===== src/rtl/lap_recorder_pkg.sv =====
// lap_recorder_pkg: shared mode encodings, lap record type and index width
package lap_recorder_pkg;
  localparam int IDX_W = 4;
  typedef enum logic [1:0] {LIVE = 2'b00, HOLD = 2'b01, RECALL = 2'b10} mode_t;
  typedef struct packed {
    logic [7:0] min;
    logic [7:0] sec;
    logic [7:0] ms_10;
  } lap_t;
endpackage


===== src/rtl/lap_recorder_btn_pulse.sv =====
// btn_pulse: one-cycle pulse on a 0->1 button transition, no pulse if held through reset
module btn_pulse (
  input  logic clk_core,
  input  logic rst,
  input  logic btn_i,
  output logic pulse_o
);
  logic prev_q;
  always_ff @(posedge clk_core or negedge rst)
    if (!rst) prev_q <= 1'b1;
    else      prev_q <= btn_i;
  assign pulse_o = btn_i & ~prev_q;
endmodule


===== src/rtl/lap_recorder.sv =====
// lap_recorder: captures stopwatch splits into a lap memory and selects live, held or recalled time for display
module lap_recorder
  import lap_recorder_pkg::*;
#(
  parameter int DEPTH      = 8,
  parameter int HOLD_TICKS = 200
) (
  input  logic             clk_core,
  input  logic             rst,
  input  logic             clr_i,
  input  logic [7:0]       min_i,
  input  logic [7:0]       sec_i,
  input  logic [7:0]       ms_10_i,
  input  logic             lap_btn_i,
  input  logic             recall_btn_i,
  output logic [7:0]       disp_min_o,
  output logic [7:0]       disp_sec_o,
  output logic [7:0]       disp_ms_10_o,
  output logic [IDX_W-1:0] disp_idx_o,
  output logic [1:0]       mode_o,
  output logic [IDX_W-1:0] lap_cnt_o,
  output logic             full_o,
  output logic             lap_err_o
);
  localparam logic [IDX_W-1:0] DEPTH_L = IDX_W'(DEPTH);
  localparam logic [7:0]       HOLD_L  = 8'(HOLD_TICKS - 1);
  mode_t mode_q, mode_d;
  logic [IDX_W-1:0] lap_cnt_q, lap_cnt_d, wr_ptr_q, wr_ptr_d, rd_idx_q, rd_idx_d, idx_q, idx_d;
  logic [7:0] hold_cnt_q, hold_cnt_d;
  logic err_q, err_d, lap_p, rec_p, full, we;
  lap_t disp_q, disp_d, live, rd_data;
  lap_t mem_q [DEPTH];
  btn_pulse u_lap (.clk_core(clk_core), .rst(rst), .btn_i(lap_btn_i), .pulse_o(lap_p));
  btn_pulse u_rec (.clk_core(clk_core), .rst(rst), .btn_i(recall_btn_i), .pulse_o(rec_p));
  assign live = {min_i, sec_i, ms_10_i};
  assign full = lap_cnt_q == DEPTH_L;
  always_comb begin
    mode_d     = mode_q;
    lap_cnt_d  = lap_cnt_q;
    wr_ptr_d   = wr_ptr_q;
    rd_idx_d   = rd_idx_q;
    hold_cnt_d = hold_cnt_q;
    err_d      = ~clr_i & lap_p & full;
    we         = ~clr_i & lap_p & ~full;
    rd_data    = '0;
    if (clr_i) begin
      mode_d    = LIVE;
      lap_cnt_d = '0;
      wr_ptr_d  = '0;
      rd_idx_d  = '0;
    end else begin
      if (we) begin
        lap_cnt_d = lap_cnt_q + 4'd1;
        wr_ptr_d  = wr_ptr_q + 4'd1;
      end
      if (mode_q == RECALL) begin
        if (rec_p) begin
          if (rd_idx_q == lap_cnt_q - 4'd1) mode_d = LIVE;
          else rd_idx_d = rd_idx_q + 4'd1;
        end
      end else if (we) begin
        mode_d     = HOLD;
        hold_cnt_d = HOLD_L;
      end else if (rec_p && lap_cnt_q != '0) begin
        mode_d   = RECALL;
        rd_idx_d = '0;
      end else if (mode_q == HOLD) begin
        if (hold_cnt_q == '0) mode_d = LIVE;
        else hold_cnt_d = hold_cnt_q - 8'd1;
      end
    end
    for (int i = 0; i < DEPTH; i++)
      if (rd_idx_d == IDX_W'(i)) rd_data = mem_q[i];
    disp_d = mode_d == RECALL ? rd_data : (mode_d == LIVE || we) ? live : disp_q;
    idx_d  = mode_d == RECALL ? rd_idx_d + 4'd1 : mode_d == LIVE ? '0 : we ? lap_cnt_d : idx_q;
  end
  always_ff @(posedge clk_core or negedge rst)
    if (!rst) begin
      mode_q     <= LIVE;
      lap_cnt_q  <= '0;
      wr_ptr_q   <= '0;
      rd_idx_q   <= '0;
      hold_cnt_q <= '0;
      err_q      <= 1'b0;
      disp_q     <= '0;
      idx_q      <= '0;
    end else begin
      mode_q     <= mode_d;
      lap_cnt_q  <= lap_cnt_d;
      wr_ptr_q   <= wr_ptr_d;
      rd_idx_q   <= rd_idx_d;
      hold_cnt_q <= hold_cnt_d;
      err_q      <= err_d;
      disp_q     <= disp_d;
      idx_q      <= idx_d;
    end
  for (genvar g = 0; g < DEPTH; g++) begin : g_mem
    always_ff @(posedge clk_core)
      if (we && wr_ptr_q == IDX_W'(g)) mem_q[g] <= live;
  end
  assign {disp_min_o, disp_sec_o, disp_ms_10_o} = disp_q;
  assign disp_idx_o = idx_q;
  assign mode_o     = mode_q;
  assign lap_cnt_o  = lap_cnt_q;
  assign full_o     = full;
  assign lap_err_o  = err_q;
endmodule


===== config.mk =====
export PLATFORM = sky130hd
export DESIGN_NAME = lap_recorder
export DESIGN_NICKNAME = d
export VERILOG_FILES = /design/src/rtl/lap_recorder_pkg.sv /design/src/rtl/lap_recorder_btn_pulse.sv /design/src/rtl/lap_recorder.sv
export SDC_FILE = /design/constraint.sdc
export NUM_CORES = 1
export LEC_CHECK = 0
export ABC_AREA = 1
export BUFFER_PORTS_ARGS = -buffer_cell sky130_fd_sc_hd__buf_2
export CORE_MARGIN = 2
export CORE_UTILIZATION = 55
export CTS_CLUSTER_SIZE = 12
export DETAILED_ROUTE_END_ITERATION = 12
export PLACE_DENSITY_LB_ADDON = 0.2
export REMOVE_ABC_BUFFERS = 1
export SLEW_MARGIN = 20
export SYNTH_ARGS = -nofsm -noshare
export SYNTH_HDL_FRONTEND = slang
export SYNTH_SLANG_ARGS = --single-unit

===== constraint.sdc =====
create_clock -name clk_core -period 3.2 [get_ports clk_core]
set_clock_uncertainty 0.1 [all_clocks]
set_input_delay 0.32 -clock clk_core [delete_from_list [all_inputs] [get_ports clk_core]]
set_output_delay 0.32 -clock clk_core [all_outputs]
set_load 0.05 [all_outputs]

* Word-level counts from Yosys, hierarchy flattened
Memory sizes are Yosys's and may differ from the RTL's.
Index checks and enable logic that the tools add are counted.
** Storage, ports and cells
- Bits in registers :: 53
- Memory bits (writable) :: 192
- Bits of input ports :: 29
- Logic and storage cells :: 149
- Memories kept :: 1
** Memory list
- mem_q :: depth 8, width 24, rd ports 8, clocked after memory_dff 0, wr ports 1, line lap_recorder.sv:32 : lap_t mem_q [DEPTH];
** Operators by class
- $add $sub $neg :: 6
- Equal/unequal tests :: 21
- Muxes and demuxes :: 72
- Bitwise operators :: 10
- Reductions and logical operators :: 27
** Operator list (count)
- 24-bit two-way mux :: 17
- 24-bit OR reduction :: 7
- 4-bit two-way mux :: 13
- 4-bit by 3-bit equality test with 1-bit output (second input constant) :: 8
- 8-bit two-way mux :: 4
- 1-bit two-way mux :: 23
- 3-bit two-way mux :: 7
- 4-bit by 1-bit adder with 4-bit output (second input constant) :: 4
- 4-bit by 2-bit equality test with 1-bit output (second input constant) :: 4
- 2-bit two-way mux :: 8
- 1-bit logical AND :: 9
- 4-bit by 1-bit equality test with 1-bit output (second input constant) :: 2
- 4-bit logical NOT :: 2
- 8-bit logical NOT :: 1
- 8-bit by 1-bit subtractor with 8-bit output (second input constant) :: 1
- 2-bit nonzero test :: 3
- 1-bit AND :: 5
- 1-bit inverter :: 5
- 5-bit AND reduction :: 1
- 2-bit equality test (second input constant) :: 2
- 4-bit equality test :: 1
- 4-bit equality test (second input constant) :: 1
- 2-bit != test (second input constant) :: 2
- 4-bit nonzero test :: 1
- 5 further kinds :: 5

* Depth between registers and ports, before layout
- Depth after elaboration :: 17
- Gate-level depth with buffers :: 25
- Depth with buffers taken out :: 24

* Modules after synthesis
Synthesis repeated with hierarchy kept, for this count alone.
** Second synthesis, totals
- Cell total of the unflattened synthesis :: 1086
- Area total of the unflattened synthesis :: 10916.7 um2
** Modules (own cells, without submodules)
- lap_recorder :: instances 1, cells an instance 1080, area an instance 10844.2 um2
- btn_pulse :: instances 2, cells an instance 3, area an instance 36.3 um2

* Worst setup path before layout
No wires, ideal clock.
- Kind :: reg2reg
- Start :: reg lap_cnt_q[0] (netlist: lap_cnt_o[0])
- End :: mem mem_q[0][0] in the netlist's numbering, enable pin
- Setup time :: 0.435 ns
- Arrival :: 3.176 ns
- Slack :: -0.511 ns
- Stages on the path, launching flop included :: 7
- Cell sequence :: dfrtp_1 inv_2 ha_1 nand3_2 nand3_4 clkbuf_1 nor3_1
** Between the ends
- Cells in the longest elaborated chain, start to end :: 14
- Elaborated cells between the ends (all ways) :: 48
- Classes of those cells :: 1 x eq/ne; 30 x mux; 2 x bitwise; 15 x reduce/logical
** Ends and longest elaborated chain
- from (decl) :: line lap_recorder.sv:28 : logic [IDX_W-1:0] lap_cnt_q, lap_cnt_d, wr_ptr_q, wr_ptr_d, rd_idx_q, rd_idx_d, idx_q, idx_d;
- from (signal assigned) :: line lap_recorder.sv:89 : lap_cnt_q <= lap_cnt_d;
- 4-bit equality test * :: line lap_recorder.sv:36 : assign full = lap_cnt_q == DEPTH_L;
- 1-bit inverter * :: line lap_recorder.sv:44 : we = ~clr_i & lap_p & ~full;
- 1-bit AND * :: line lap_recorder.sv:44
- 1-bit logical AND :: line lap_recorder.sv:99 : if (we && wr_ptr_q == IDX_W'(g)) mem_q[g] <= live;
- 1-bit two-way mux :: line lap_recorder.sv:99
- 1-bit two-way mux (implied by the code) :: line lap_recorder.sv:99
- 24-bit OR reduction (no line)
- 3-bit two-way mux (no line) / 1-bit two-way mux (equally long branches) (7 in a row)
- to (decl) :: line lap_recorder.sv:32
Mark *: on every way between the ends. The rest lies on a longest branch, timed or not.

* Final worst setup path
- Start :: reg lap_cnt_q[1] (netlist: lap_cnt_o[1])
- End :: reg disp_q, in the netlist disp_sec_o[7]
** Between the ends
- Cells in the longest elaborated chain, start to end :: 16
- Elaborated cells between the ends (all ways) :: 40
- Classes of those cells :: 1 x add/sub; 10 x eq/ne; 21 x mux; 2 x bitwise; 6 x reduce/logical
** Ends and longest elaborated chain
- 4-bit by 1-bit subtractor with 4-bit output (tied with other cells) :: line lap_recorder.sv:58 : if (rd_idx_q == lap_cnt_q - 4'd1) mode_d = LIVE;
- 4-bit equality test (tied with other cells) :: line lap_recorder.sv:58
- 4-bit two-way mux (tied with other cells) :: line lap_recorder.sv:58
- 4-bit two-way mux, on equally long branches :: line lap_recorder.sv:57, lap_recorder.sv:61
- 4-bit two-way mux * :: line lap_recorder.sv:56 : if (mode_q == RECALL) begin
- 4-bit two-way mux * :: line lap_recorder.sv:46 : if (clr_i) begin
- named net rd_idx_d[1] :: line lap_recorder.sv:28
- 4-bit logical NOT :: line lap_recorder.sv:73 : if (rd_idx_d == IDX_W'(i)) rd_data = mem_q[i];
- 24-bit two-way mux (7 in a row) :: line lap_recorder.sv:73
- 24-bit two-way mux * :: line lap_recorder.sv:73
- 24-bit two-way mux * :: line lap_recorder.sv:74 : disp_d = mode_d == RECALL ? rd_data : (mode_d == LIVE || we) ? live : disp_q;
- to (signal assigned) :: line lap_recorder.sv:94 : disp_q <= disp_d;
- to (decl) :: line lap_recorder.sv:31 : lap_t disp_q, disp_d, live, rd_data;
The timed path passes the listed nets; every way through them passes the cells marked *.
A chain may end at the register's enable or synchronous reset.

==> impl_metrics.py <==
metrics = {
    "final_layout": {
        "layoutNonFillerInstCount": 1478,
        "syn_to_final_growth_pct": 24.14,
        "num-nets-final": 1233,
        "utilization_pct": 69.74,
        "multi_input_area_um2": 3369,
        "drive_above_1_share_pct": 22.61,
        "nFillCells": 1391,
        "ff_latch_area_um2": 7094,
    },
    "detailed_routing": {
        "drt_pre_antenna_iters": 5,
        "wl_mm": 30.35,
        "vias_per_cell": 5.859,
        "first_iter_violations": 990,
        "antenna_violating_nets_post_route": 0,
        "detail_route.wl_per_cell_um": 20.53,
        "drc_errors": 0,
        "route.vias.total": 8659,
    },
    "clock_tree": {
        "clk_pin_slew_ns": 0.06,
        "worstSkewPairLatency_ns": 0.53,
        "cts-root-buf": "clkbuf_16",
        "cts_inserted_buffers": 27,
        "clock_tree_from_tritoncts": "built",
        "max-clock-path-buffers": 3,
        "htreeDepth": 1,
        "tritoncts_num_sinks": 245,
    },
    "critical_path": {
        "critical_path_arrival_ns": 3.44,
        "cp_top_family": "simple AND/OR/NAND/NOR gates",
        "reg2regPathDepth": 26,
        "timing.reg2reg.setup_slack_ns": 0.11,
        "critical-path-max-stage-delay_ns": 0.39,
        "cp-start-kind": "flip-flop",
        "timing.critical_path.to_type": "flip-flop",
        "worst_path_max_delay_cell": "dfrtp_1",
        "timing.rr.end": "disp_sec_o[7]",
        "worst-setup-path-type": "flip-flop to flip-flop",
        "critical_path.max_fanout": 5,
        "worst_r2r_startpoint": "lap_cnt_o[1]",
        "timing.critical_path.mode_cell": "nand2_1",
        "cp.required_ns": 3.55,
        "critical_path_buf_inv_count": 9,
    },
    "yosys": {
        "synth.yosys.warnings": 0,
        "postSynth.topFlopCell": "edfxtp_1",
        "yosysSeqAreaShare_pct": 64.67,
        "netlist-cell-type-count": 37,
        "post-synth-top-area-fraction_pct": 52.56,
        "asyncSetResetFlopFracSynth_pct": 21.63,
        "post_synth.cell_area_avg_um2": 10.46,
        "post-synth-top-area-cell": "edfxtp_1",
        "yosys_register_bits": 245,
        "netlist_area_pre_place_um2": 10970,
        "synth-edff-count": 192,
        "synth_top_cells_by_area": "edfxtp_1 (53%), dfrtp_1 (12%), nand2_1 (6.3%)",
        "post_synth_inst_count": 1049,
    },
    "place": {
        "dp_cells": 1374,
        "gp_routability_congestion": 0.8760,
        "io_buffer_count": 64,
        "hpwl_after_dpl_mm": 15.82,
    },
    "power_and_ir_drop": {
        "clock_power_share_pct": 39.1,
        "ir_drop_mv": 0.4534,
        "power_density_nw_per_um2": 573.1,
        "internal-power_mw": 5.762,
        "sequential_power_share_pct": 46.8,
        "netSwitchingFraction_pct": 26.17,
        "power.switching_mw": 2.042,
        "fin_total_pwr_mw": 7.804,
        "power.combinational.fraction_pct": 14.1,
        "cellLeakagePower_nw": 5.588,
    },
    "floorplanning": {
        "start_util_pct": 56.18,
        "die_area_um2": 21090,
        "row_count": 51,
        "die_y_um": 145.2,
        "core_region_area_um2": 19530,
        "chipWidth_um": 145.2,
        "pin_count": 65,
    },
    "timing": {
        "timing.slew.headroom_pct": 54.33,
        "post-route-period-util_pct": 96.58,
        "rsz0062_at_grt": "true",
        "timing_hold_violations_final": 0,
        "worst_pin_slew_ns": 0.6851,
        "fmaxAchievable_ghz": 0.3236,
        "whs_ns": 0.007098,
        "setup_violations": 0,
        "min_period_ns": 3.091,
        "slew_viol_final": 0,
    },
    "run_status": {
        "status": "finished clean",
    },
    "global_route": {
        "globalRouteOverflowTotal": 0,
        "wire_length_of_the_first_global_routing_pass_mm": 44.44,
        "grt_antenna_before_repair": 1,
        "first_global_vias": 8413,
        "groute.usage.overall_pct": 26.57,
        "pin_count_of_the_biggest_net_entering_global_routing": 45,
    },
    "flow_run": {
        "max_cap_check_violation_count": 0,
    },
    "min_path": {
        "worst_hold_startpoint": "sec_i[3]",
        "timing.hold.worst_endpoint": "mem_q[0][35]",
        "hold_depth": 1,
        "worst_hold_path_type": "input port to flip-flop",
    },
}
-- metal layers --
layer  vias to the layer above  part of all wire, %  global-route usage (%)
met3                        74                  8.4                   3.333
li1                       3932                    -                       -
met1                      4252                   40                   36.71
met2                       401                   48                   43.84
met5                         -                    0                       0
met4                         0                  3.6                   9.314
-- worst register-to-register path, cell delays in order, from the launching register on --
cell	delay, ns
dfrtp_1	0.39
inv_2	0.08
ha_4	0.15
buf_4	0.10
nand3_2	0.13
nand3_4	0.11
inv_4	0.04
nor3_4	0.15
inv_2	0.05
nand2_1	0.07
nor2_1	0.06
o21ai_2	0.11
inv_1	0.11
buf_4	0.16
ha_4	0.16
nand2_1	0.07
inv_2	0.07
nand2_8	0.13
buf_12	0.14
nand2_1	0.08
inv_2	0.05
nand2_1	0.05
nand3_1	0.07
nand2_1	0.07
nand2_1	0.08
nand2_2	0.05
a21oi_2	0.17
-- logic make-up (layout without fill, tap and decap cells) --
kind of cell	count (synthesis)	after routing	synth area share (%)
flops	245	245	64.67
buf+inv	185	344	7.197
compound gates	157	157	7.311
simple gates	448	452	19.25
other cells	0	1	0
xor+xnor	1	1	0.07986
fa+ha+maj	13	13	1.483
-- per-stage QoR --
step                      setup TNS [ns]  worst slack, ns  cell area, µm²
final                                  0           0.1094           13620
after global routing              -1.106          -0.1006           13610
after CTS                              0         0.001654           13020
after detailed placement          -4.456          -0.2392           11790
after global placement            -2.066          -0.1123           11790
after floorplan                   -77.96          -0.9894           10660
-- power groups by stage --
stage / clock (mW) / combinational, mW / sequential, mW
final: 3.05 / 1.10 / 3.65
after global routing: 3.19 / 1.21 / 3.66
after CTS: 3.07 / 1.04 / 3.65
after detailed placement: 0 / 1.00 / 3.71
after global placement: 0 / 0.980 / 3.71
after floorplan: 0 / 0.432 / 3.93
-- synth_stat cells (all sizes together), types with 2 or more instances --
cell type	n
inv	118
edfxtp	192
clkbuf	20
o31ai	2
nand3b	2
dfstp	2
nor3	37
dfrtp	51
nand4	77
a22oi	2
buf	39
o21ai	21
a21oi	131
nand2	187
ha	13
nor2	76
clkinv	8
nand3	64
or2	2
-- cell usage in the layout (no fill, tap or decap), drive strengths merged --
master and n:
nor4 1, inv 120, clkbuf 48, o31ai 2, ha 13, o21ai 21
nand3b 2, a22oi 2, a21oi 131, nor3b 1, nor2 80, clkinv 13
edfxtp 192, dfstp 2, nand2 187, buf 137, nand3 64, diode 1
or2 2, nor3 37, a211oi 1, dfrtp 51, dlygate4sd3 24, nand4 77
bufinv 2, xor2 1, and3 1
-- worst max-delay path by stage --
stage / start / to / depth (start not counted) / slack, ns
CTS: lap_cnt_o[1] / disp_sec_o[7] / 22 / 0.002
global placement: lap_cnt_o[0] / disp_sec_o[3] / 19 / -0.11
global route: lap_cnt_o[0] / disp_min_o[5] / 23 / -0.10
finish: lap_cnt_o[1] / disp_sec_o[7] / 26 / 0.11
floorplan: lap_cnt_o[0] / disp_min_o[0] / 19 / -0.99
detailed placement: lap_cnt_o[0] / disp_sec_o[7] / 18 / -0.24
-- sequential cells by signal, indices dropped and copies added, names as in the netlist --
name	count
mem_q	192
disp_idx_o	4
u_rec.prev_q	1
wr_ptr_q	4
disp_ms_10_o	8
disp_min_o	8
disp_sec_o	8
mode_o	2
rd_idx_q	4
hold_cnt_q	8
u_lap.prev_q	1
lap_err_o	1
lap_cnt_o	4
-- repair_timing --
item,4_1_cts,5_1_grt
gates cloned,4,9
setup buffers,1,15
hold buffers,24,0
pin swaps,3,22
hold endpoints to repair,180,0
setup endpoints to repair,24,26
resized for setup,15,78
-- area by class of cell --
type | count | share of cell area (%)
repair buffers | 168 | 10.66
clock buffers | 41 | 5.715
diodes | 1 | 0.01838
inverters | 126 | 3.620
multi-input cells | 623 | 24.75
flip-flops and latches | 245 | 52.10
well taps | 265 | 2.435
clock inverters | 9 | 0.7075
(Power assumes the default switching activity.)
